## src/rtl/serial_pkg.sv

```systemverilog
// serial_pkg: types and constants shared by the serial link transmitter and receiver.
//   state_t   : frame FSM states (PARITY is only reachable with SERIAL_TX_PARITY_EN)
//   DEF_DATA_W: default data bits per frame
//   START_BIT / STOP_BIT: line levels for the frame delimiters
//   bit_clks(): clk cycles per serial bit from sample-period parameters
package serial_pkg;

  typedef enum logic [2:0] {
    IDLE   = 3'd0,
    START  = 3'd1,
    DATA   = 3'd2,
    PARITY = 3'd3,
    STOP   = 3'd4
  } state_t;

  localparam int   DEF_DATA_W = 8;
  localparam logic START_BIT  = 1'b0;
  localparam logic STOP_BIT   = 1'b1;

  function automatic int bit_clks(input int clks_per_sample, input int samples_per_bit);
    return clks_per_sample * samples_per_bit;
  endfunction

endpackage

```

## src/rtl/serial_bit_timer.sv

```systemverilog
// serial_bit_timer: bit-period divider. Counts 0..BIT_CLKS-1 and wraps on its own
// at each bit boundary; restart holds it at 0 so the next bit starts aligned to
// the cycle restart drops.
//   clk, rst_n : clock, async active-low reset
//   restart    : hold/clear the count at 0
//   bit_done   : high on the last cycle of each bit
module serial_bit_timer #(
  parameter int BIT_CLKS = 80
) (
  input  logic clk,
  input  logic rst_n,
  input  logic restart,
  output logic bit_done
);

  localparam int             CW   = (BIT_CLKS > 1) ? $clog2(BIT_CLKS) : 1;
  localparam logic [CW-1:0]  LAST = CW'(BIT_CLKS - 1);

  logic [CW-1:0] cnt;

  assign bit_done = !restart && (cnt == LAST);

  always_ff @(posedge clk or negedge rst_n) begin
    if (!rst_n)                  cnt <= '0;
    else if (restart || bit_done) cnt <= '0;
    else                          cnt <= cnt + CW'(1);
  end

endmodule

```

## src/rtl/serial_transmitter.sv

```systemverilog
// serial_transmitter: 8N1 serial transmit end, LSB first, single clock domain.
// Each bit (start, data, optional parity, stop) holds dout for
// CLKS_PER_SAMPLE*SAMPLES_PER_BIT cycles.
//   clk, rst_n : clock, async active-low reset
//   tx_data    : byte to send, latched on accept
//   tx_en      : send request, level sensitive, ignored while busy
//   dout       : serial line, idles high
//   tx_status  : high while a frame is in progress
// Build option: define SERIAL_TX_PARITY_EN to insert an even-parity bit
// between the data bits and the stop bit.
module serial_transmitter
  import serial_pkg::*;
#(
  parameter int CLKS_PER_SAMPLE = 5,
  parameter int SAMPLES_PER_BIT = 16,
  parameter int DATA_W          = DEF_DATA_W
) (
  input  logic              clk,
  input  logic              rst_n,
  input  logic [DATA_W-1:0] tx_data,
  input  logic              tx_en,
  output logic              dout,
  output logic              tx_status
);

  localparam int            BIT_CLKS = bit_clks(CLKS_PER_SAMPLE, SAMPLES_PER_BIT);
  localparam int            IW       = (DATA_W > 1) ? $clog2(DATA_W) : 1;
  localparam logic [IW-1:0] LAST_IDX = IW'(DATA_W - 1);

  state_t            state, state_n;
  logic [DATA_W-1:0] shift, shift_n;
  logic [IW-1:0]     idx, idx_n;
  logic              dout_n, busy_n;
  logic              bit_done;
  logic              accept;

  assign accept = (state == IDLE) && tx_en;

  // Held in restart while idle, so the first start-bit cycle after accept
  // sees count 0 and the start edge is aligned to the accept edge.
  serial_bit_timer #(.BIT_CLKS(BIT_CLKS)) u_timer (
    .clk      (clk),
    .rst_n    (rst_n),
    .restart  (state == IDLE),
    .bit_done (bit_done)
  );

`ifdef SERIAL_TX_PARITY_EN
  logic par_q;
  always_ff @(posedge clk or negedge rst_n) begin
    if (!rst_n)      par_q <= 1'b0;
    else if (accept) par_q <= ^tx_data;
  end
`endif

  always_comb begin
    state_n = state;
    shift_n = shift;
    idx_n   = idx;
    dout_n  = dout;
    busy_n  = tx_status;
    case (state)
      IDLE: begin
        dout_n = STOP_BIT;
        busy_n = 1'b0;
        if (accept) begin
          state_n = START;
          shift_n = tx_data;
          idx_n   = '0;
          dout_n  = START_BIT;
          busy_n  = 1'b1;
        end
      end
      START: if (bit_done) begin
        state_n = DATA;
        dout_n  = shift[0];
        shift_n = shift >> 1;
        idx_n   = '0;
      end
      DATA: if (bit_done) begin
        if (idx == LAST_IDX) begin
`ifdef SERIAL_TX_PARITY_EN
          state_n = PARITY;
          dout_n  = par_q;
`else
          state_n = STOP;
          dout_n  = STOP_BIT;
`endif
        end else begin
          idx_n   = idx + IW'(1);
          dout_n  = shift[0];
          shift_n = shift >> 1;
        end
      end
      PARITY: if (bit_done) begin
        state_n = STOP;
        dout_n  = STOP_BIT;
      end
      STOP: if (bit_done) begin
        // Leaves through IDLE, so a held tx_en always gets one idle cycle.
        state_n = IDLE;
        dout_n  = STOP_BIT;
        busy_n  = 1'b0;
      end
      default: begin
        state_n = IDLE;
        dout_n  = STOP_BIT;
        busy_n  = 1'b0;
      end
    endcase
  end

  always_ff @(posedge clk or negedge rst_n) begin
    if (!rst_n) begin
      state     <= IDLE;
      shift     <= '0;
      idx       <= '0;
      dout      <= STOP_BIT;
      tx_status <= 1'b0;
    end else begin
      state     <= state_n;
      shift     <= shift_n;
      idx       <= idx_n;
      dout      <= dout_n;
      tx_status <= busy_n;
    end
  end

endmodule

```

## config.mk

```make
export PLATFORM = sky130hd
export DESIGN_NAME = serial_transmitter
export DESIGN_NICKNAME = d
export VERILOG_FILES = /design/src/rtl/serial_pkg.sv /design/src/rtl/serial_bit_timer.sv /design/src/rtl/serial_transmitter.sv
export SDC_FILE = /design/constraint.sdc
export NUM_CORES = 1
export LEC_CHECK = 0
export ABC_AREA = 0
export CAP_MARGIN = 20
export CELL_PAD_IN_SITES_DETAIL_PLACEMENT = 1
export CELL_PAD_IN_SITES_GLOBAL_PLACEMENT = 1
export CORE_MARGIN = 1.5
export CORE_UTILIZATION = 47
export CTS_BUF_LIST = sky130_fd_sc_hd__clkbuf_16
export CTS_CLUSTER_DIAMETER = 200
export DETAILED_ROUTE_END_ITERATION = 8
export PLACE_DENSITY_LB_ADDON = 0.1
export SETUP_SLACK_MARGIN = 0.02
export SYNTH_ARGS = -nofsm -noshare
export SYNTH_HDL_FRONTEND = slang
export SYNTH_SLANG_ARGS = --single-unit
```

## constraint.sdc

```tcl
create_clock -name clk -period 3.7 [get_ports clk]
set_input_delay 0.555 -clock clk [delete_from_list [all_inputs] [get_ports clk]]
set_output_delay 0.555 -clock clk [all_outputs]
set_load 0.01 [all_outputs]
```

==> results of run 1 <==
per-stage QoR:
step	worst slack (ns)	hold WS [ns]	utilization	std cells	total power [uW]
global placement	1.73	0.452	0.533	144	272
CTS	1.76	0.473	0.565	148	507
detailed placement	1.67	0.468	0.533	144	272
floorplan	1.95	0.259	-	108	256
finish	1.77	0.463	0.576	149	504
global route	1.65	0.495	0.576	149	518
state kept, by name, indices dropped and copies added, names as in the netlist:
| name | count |
|---|---|
| dout | 1 |
| idx | 3 |
| shift | 8 |
| state | 3 |
| u_timer.cnt | 7 |
| tx_status | 1 |
layer usage:
metal	GRT usage	share of wire	vias to the layer above	wire (um)
met1	0.263	0.47	426	1170
met4	0.103	0.018	0	46
li1	-	-	420	-
met3	0.0417	0.026	5	64
met2	0.342	0.49	11	1230
met5	0	0	-	0
how the worst max path moves through the flow:
stage / cells after the start / from / slack [ns] / to
after floorplan: 6 / idx[0]$_DFFE_PN0P_ / 1.95 / shift[7]$_DFFE_PN0P_
after global placement: 4 / tx_en / 1.73 / shift[0]$_DFFE_PN0P_
after detailed placement: 4 / tx_en / 1.67 / shift[0]$_DFFE_PN0P_
after CTS: 6 / idx[0]$_DFFE_PN0P_ / 1.76 / shift[7]$_DFFE_PN0P_
after global routing: 6 / idx[0]$_DFFE_PN0P_ / 1.65 / shift[4]$_DFFE_PN0P_
final: 6 / idx[0]$_DFFE_PN0P_ / 1.77 / shift[7]$_DFFE_PN0P_
cell usage after synthesis:
cell                       count
sky130_fd_sc_hd__dfrtp_1      22
sky130_fd_sc_hd__nor2_1        9
sky130_fd_sc_hd__nand2_1       7
sky130_fd_sc_hd__o221a_1       7
sky130_fd_sc_hd__o21ai_0       6
sky130_fd_sc_hd__or3_1         6
sky130_fd_sc_hd__a21oi_1       4
sky130_fd_sc_hd__nor3_1        4
sky130_fd_sc_hd__buf_6         3
sky130_fd_sc_hd__ha_1          3
sky130_fd_sc_hd__nand3_1       3
sky130_fd_sc_hd__xnor2_1       3
sky130_fd_sc_hd__a32o_1        2
sky130_fd_sc_hd__clkbuf_1      2
sky130_fd_sc_hd__inv_1         2
sky130_fd_sc_hd__mux2i_1       2
sky130_fd_sc_hd__nand2b_1      2
sky130_fd_sc_hd__nor2b_1       2
sky130_fd_sc_hd__a211oi_1      1
sky130_fd_sc_hd__a21o_1        1
sky130_fd_sc_hd__a21oi_4       1
sky130_fd_sc_hd__a22o_1        1
sky130_fd_sc_hd__a41o_1        1
sky130_fd_sc_hd__and3_1        1
sky130_fd_sc_hd__clkbuf_8      1
sky130_fd_sc_hd__dfstp_2       1
sky130_fd_sc_hd__nor2_2        1
sky130_fd_sc_hd__nor3b_2       1
sky130_fd_sc_hd__nor3b_4       1
sky130_fd_sc_hd__nor4_4        1
sky130_fd_sc_hd__nor4b_1       1
sky130_fd_sc_hd__o211ai_2      1
sky130_fd_sc_hd__o21ai_2       1
sky130_fd_sc_hd__o31ai_1       1
sky130_fd_sc_hd__or2_1         1
sky130_fd_sc_hd__or3_2         1
sky130_fd_sc_hd__xor2_1        1
where the power goes:
part | leakage [uW] | internal (uW) | switching (uW)
clock | 0.0000409 | 145 | 88.4
sequential | 0.000288 | 252 | 0
combinational | 0.000242 | 12.1 | 6.96
area by class of cell:
cell class	count	share of cell area
sequential	23	0.408
multi-input combinational	77	0.400
timing repair buffer	13	0.104
clock buffer	3	0.0531
tap	30	0.0265
inverter	2	0.00531
clock inverter	1	0.00354
cell families after synthesis:
kind of cell	after synthesis	synth area share
DFF	23	0.479
adders and majority gates	3	0.0312
AOI/OAI and AO/OA	27	0.189
buffers and inverters	8	0.0519
and+or+nand+nor	41	0.204
muxes	2	0.0166
xor gates and xnor gates	4	0.0291
==> out/qor.tcl, run 1 <==
set qor(hold_viol) 0
set qor(crit_path_max_fanout) 5
set qor(place.detailed.hpwl_mm) 1.76
set qor(num-fill-cells) 273
set qor(core_area_um2) 2450
set qor(setup_tns_ns) 0
set qor(layout_min_cycle_time_ns) 1.93
set qor(cts_max_path_buffers) 2
set qor(insertedDiodeCount) 0
set qor(route.detailed.drc) 0
set qor(starting_utilization_of_the_core_area) 0.491
set qor(cp_slowest_cell) {sky130_fd_sc_hd__dfrtp_1}
set qor(layout_worst_path_cycle_share) 0.522
set qor(grt_max_degree) 24
set qor(netlist_instances) 108
set qor(die_height_um) 53.6
set qor(routabilityCongestion) 0.683
set qor(ant_nets) 0
set qor(routed-via-count) 862
set qor(r2r-end) {shift[7]$_DFFE_PN0P_}
set qor(routed_wirelength_mm) 2.51
set qor(synthesized_flop_and_latch_total) 23
set qor(yosys-top-cells-area) {sky130_fd_sc_hd__dfrtp_1, sky130_fd_sc_hd__o221a_1, sky130_fd_sc_hd__ha_1, sky130_fd_sc_hd__or3_1, sky130_fd_sc_hd__nor2_1}
set qor(cts_tree) {yes}
set qor(worst_hold_path.num_cells) 1
set qor(timing.critical_path.cells) {ha_1, ha_1, nor3b_4, o211ai_2, a21o_1, a22o_1}
set qor(global_route.overflow_total) 0
set qor(syn2layout_area_growth_pct) 17.4
set qor(synth_top_area_share) 0.457
set qor(post_route_cells_drive_above_1_share) 0.118
set qor(routed_via_density) 5.79
set qor(io_pins) 13
set qor(synth_seq_area_share) 0.479
set qor(r2r_setup_slack_ns) 1.77
set qor(io_buffer_count) 12
set qor(ctsResizeCount) 0
set qor(worst_path_largest_cell_delay_ns) 0.40
set qor(clock_sinks) 23
set qor(maxCapViolations) 0
set qor(power.leakage_uw) 0.000571
set qor(post-synth-top-area-cell) {sky130_fd_sc_hd__dfrtp_1}
set qor(first_pass_grt_wire_length_mm) 4.12
set qor(first_iter_violations) 10
set qor(synthDistinctLibCells) 37
set qor(avg_synthesized_cell_area_um2) 11.2
set qor(worst_clock_skew_ns) 0.00182
set qor(layout.cells.most_common_list) {sky130_fd_sc_hd__dfrtp_1, sky130_fd_sc_hd__clkdlybuf4s50_1, sky130_fd_sc_hd__nor2_1, sky130_fd_sc_hd__nand2_1, sky130_fd_sc_hd__o221a_1}
set qor(cp_top_family) {compound AO/OA/AOI/OAI gates}
set qor(postCtsSetupRepairBufs) 0
set qor(worstSetupEndpointType) {register}
set qor(fmax_ghz) 0.518
set qor(critical_path.startpoint_type) {register}
set qor(path_buf_inv) 0
set qor(dieWidth_um) 53.6
set qor(wire_per_inst_um) 16.8
set qor(timing.critical_path.mode_cell) {sky130_fd_sc_hd__ha_1}
set qor(floorplan.rows) 18
set qor(maxSlewViolCount) 0
set qor(rr_worst_depth) 6
set qor(cts-hold-fix-buffers) 0
set qor(worst_path_required_time_ns) 3.84
set qor(htreeDepth) 1
set qor(cp_data_arrival_time_ns) 2.07
set qor(postLayoutCellArea_um2) 1420
set qor(die_area_um2) 2880
set qor(multiInputGateArea_um2) 566
set qor(setup_repair_after_global_routing_missed_its_margin) {false}
set qor(regArea_um2) 577
set qor(report.final.setup_viol) 0
set qor(hold_path_startpoint) {u_timer.cnt[0]$_DFF_PN0_}
set qor(grt_pass1_vias) 849
set qor(r2r_start) {idx[0]$_DFFE_PN0P_}
set qor(clock_latency_ns) 0.26
set qor(cts_inserted_buffers) 3
set qor(design.final.nets) 134
set qor(cts.root.buffer_cell) {sky130_fd_sc_hd__clkbuf_16}
set qor(placed_cell_area_um2) 1310
set qor(criticalPathCategory) {register to register}
set qor(max_slew_margin) 0.564
set qor(max_slew.worst_pin.slew_ns) 0.654
set qor(grt_util_all_layers) 0.209
set qor(grt_antenna_before_repair) 0
set qor(max-vdd-ir-drop_mv) 0.283
set qor(whs_endpoint) {u_timer.cnt[0]$_DFF_PN0_}
set qor(mappedNetlistArea_um2) 1200
set qor(detail_route.first_pass.iterations) 4
set qor(clk_pin_slew_worst_paths_ns) 0.06
set qor(layout.cells.most_common) {sky130_fd_sc_hd__dfrtp_1}
set qor(syn_nets) 122
set qor(run_status) {completed}
set qor(power.density_nw_per_um2) 356
set qor(ys.warnings.count) 0
set qor(worstHoldPathType) {register to register}
Power figures use the tool's default switching activity.
==> run 2, diff against run 1 <==
--- a/config.mk
+++ b/config.mk
@@ -10,7 +10,7 @@
 export CELL_PAD_IN_SITES_DETAIL_PLACEMENT = 1
 export CELL_PAD_IN_SITES_GLOBAL_PLACEMENT = 1
 export CORE_MARGIN = 1.5
-export CORE_UTILIZATION = 47
+export CORE_UTILIZATION = 39
 export CTS_BUF_LIST = sky130_fd_sc_hd__clkbuf_16
 export CTS_CLUSTER_DIAMETER = 200
 export DETAILED_ROUTE_END_ITERATION = 8
==> constraint.sdc (replaced) <==
create_clock -name clk -period 1.65 [get_ports clk]
set_input_delay 0.2475 -clock clk [delete_from_list [all_inputs] [get_ports clk]]
set_output_delay 0.2475 -clock clk [all_outputs]
set_load 0.01 [all_outputs]
==> run 2 against run 1 <==
  * The flow now finishes with violations (negative setup slack)
  * Routed wire length rose by 9.4%
  * Non-clock buffer count grew 12
  * Critical path depth stayed put
  * Maximum frequency is 17% higher
  * Total power increased by 120%
  * Die area grew 19%
  * Register-to-register slack worse by 1.8 ns
  * Clock-buffer cell count unchanged
  * First-iteration DRC count increased to 3.0 times the previous value
==> out/qor.tcl, run 2 (synthesis results as in run 1) <==
set qor(run_status) {complete, but fails checks}
set qor(violations) {negative setup slack}
set qor(hold_slack_ns) 0.353
set qor(cts_inserted_buffers) 3
set qor(routed-via-count) 928
set qor(power.leakage_uw) 0.000622
set qor(first_pass_grt_wire_length_mm) 4.67
set qor(critical_path.startpoint_type) {register}
set qor(layout_worst_path_cycle_share) 1.00
set qor(postLayoutCellArea_um2) 1510
set qor(maxSlewViolCount) 0
set qor(die_height_um) 58.6
set qor(routed_wirelength_mm) 2.74
set qor(maxCapViolations) 0
set qor(cp_slowest_cell) {sky130_fd_sc_hd__dfrtp_1}
set qor(detail_route.first_pass.iterations) 4
set qor(io_buffer_count) 12
set qor(layout_top_registers) {shift (8), u_timer.cnt (7)}
set qor(clock_power_share) 0.460
set qor(swShare) 0.182
set qor(die_area_um2) 3430
set qor(cts_max_path_buffers) 2
set qor(p_comb_frac) 0.032
set qor(worstHoldPathType) {primary input to async pin}
set qor(worst_setup_path_endpoint) {shift[4]$_DFFE_PN0P_}
set qor(cts_tree) {yes}
set qor(r2r-end) {shift[4]$_DFFE_PN0P_}
set qor(crit_path_max_fanout) 8
set qor(power.density_nw_per_um2) 736
set qor(cts.root.buffer_cell) {sky130_fd_sc_hd__clkbuf_16}
set qor(grt_max_degree) 24
set qor(timing.critical_path.cells) {ha_2, ha_4, nor3b_4, o211ai_2, a21oi_4, o221a_1}
set qor(layout_min_cycle_time_ns) 1.66
set qor(fmax_ghz) 0.604
set qor(worstSetupStartpoint) {idx[1]$_DFFE_PN0P_}
set qor(routed_via_density) 5.73
set qor(clock_sinks) 23
set qor(design_internal_power_uw) 909
set qor(wire_per_inst_um) 16.9
set qor(insertedDiodeCount) 0
set qor(placed_cell_area_um2) 1410
set qor(largest_register_ffs) 8
set qor(worst_slack_ns) -0.00612
set qor(cts-hold-fix-buffers) 0
set qor(starting_utilization_of_the_core_area) 0.422
set qor(net_switching_uw) 202
set qor(criticalPathCategory) {register to register}
set qor(post_route_cells_drive_above_1_share) 0.221
set qor(worst_path_required_time_ns) 1.84
set qor(grt_pass1_vias) 935
set qor(clk_pin_slew_worst_paths_ns) 0.06
set qor(worst_path_largest_cell_delay_ns) 0.39
set qor(max-vdd-ir-drop_mv) 0.526
set qor(syn2layout_area_growth_pct) 25.3
set qor(first_iter_violations) 30
set qor(place.detailed.hpwl_mm) 1.98
set qor(grt_util_all_layers) 0.180
set qor(worst_clock_skew_ns) 0.00195
set qor(design.final.nets) 146
set qor(route.detailed.drc) 0
set qor(max_flop_register) {shift}
set qor(io_pins) 13
set qor(pwr-share-seq) 0.508
set qor(floorplan.rows) 19
set qor(layout.cells.most_common) {sky130_fd_sc_hd__dfrtp_1}
set qor(r2r_start) {idx[1]$_DFFE_PN0P_}
set qor(setup_repair_after_global_routing_missed_its_margin) {true}
set qor(layout.cells.most_common_list) {sky130_fd_sc_hd__dfrtp_1, sky130_fd_sc_hd__buf_4, sky130_fd_sc_hd__clkdlybuf4s50_1, sky130_fd_sc_hd__nor2_1}
set qor(worstSetupEndpointType) {register}
set qor(max_slew_margin) 0.709
set qor(max_slew.worst_pin.slew_ns) 0.436
set qor(dieWidth_um) 58.6
set qor(design_power_total_uw) 1110
set qor(clock_latency_ns) 0.25
set qor(finalCoreUtilization) 0.529
set qor(routabilityCongestion) 0.744
set qor(core_area_um2) 2850
set qor(global_route.overflow_total) 0
set qor(ant_nets) 0
set qor(hold_viol) 0
set qor(cp_data_arrival_time_ns) 1.85
set qor(report.final.setup_viol) 3
set qor(r2r_setup_slack_ns) -0.006
set qor(htreeDepth) 1
set qor(rr_worst_depth) 6
set qor(grt_antenna_before_repair) 0
## run 2: repair_timing
item                                    CTS  global route
pin swaps                                11             7
buffers inserted                          1             1
endpoints found under the setup margin   18            11
gates resized for setup                   2             0
## run 2: final cells by class
| type | count | area [um2] |
|---|---|---|
| Tap cell | 31 | 38.8 |
| Fill cell | 315 | 1340 |
| Timing Repair Buffer | 25 | 218 |
| Sequential cell | 23 | 577 |
| Clock inverter | 1 | 3.75 |
| Clock buffer | 3 | 75.1 |
| Multi-Input combinational cell | 77 | 591 |
| Inverter | 2 | 7.51 |
## run 2: worst min path at each step
stage | from | endpoint
global route | rst_n | u_timer.cnt[6]$_DFF_PN0_
floorplan | rst_n | idx[0]$_DFFE_PN0P_
CTS | rst_n | u_timer.cnt[6]$_DFF_PN0_
finish | rst_n | u_timer.cnt[6]$_DFF_PN0_
global placement | u_timer.cnt[0]$_DFF_PN0_ | u_timer.cnt[0]$_DFF_PN0_
detailed placement | u_timer.cnt[0]$_DFF_PN0_ | u_timer.cnt[0]$_DFF_PN0_
## run 2: power groups by stage
stage / logic [uW] / registers [uW] / clock network [uW]
floorplan: 0.141 / 575 / 0
global placement: 36.4 / 574 / 0
detailed placement: 37.1 / 574 / 0
CTS: 37.3 / 564 / 531
global route: 40.1 / 564 / 549
finish: 35.6 / 564 / 511
## run 2: routing by layer
metal,routed length (um),global-route usage
met2,1340,0.291
met1,1330,0.250
met3,45,0.0330
met5,0,0
met4,28,0.0487
## run 2: worst max-delay path, delay by kind of cell, from the launching register on
kind / cells / cell delay, ns
AOI/OAI and AO/OA: 3 / 0.64
DFF: 1 / 0.39
adders and majority gates: 2 / 0.35
and+or+nand+nor: 1 / 0.20
## run 2: through the flow
stage	setup TNS (ns)	worst slack, ns	std cells
floorplan	0	0.00848	108
global placement	0	0.0274	156
detailed placement	-0.325	-0.0442	156
CTS	-0.0315	-0.00867	161
global route	-1.02	-0.127	162
finish	-0.0105	-0.00612	162
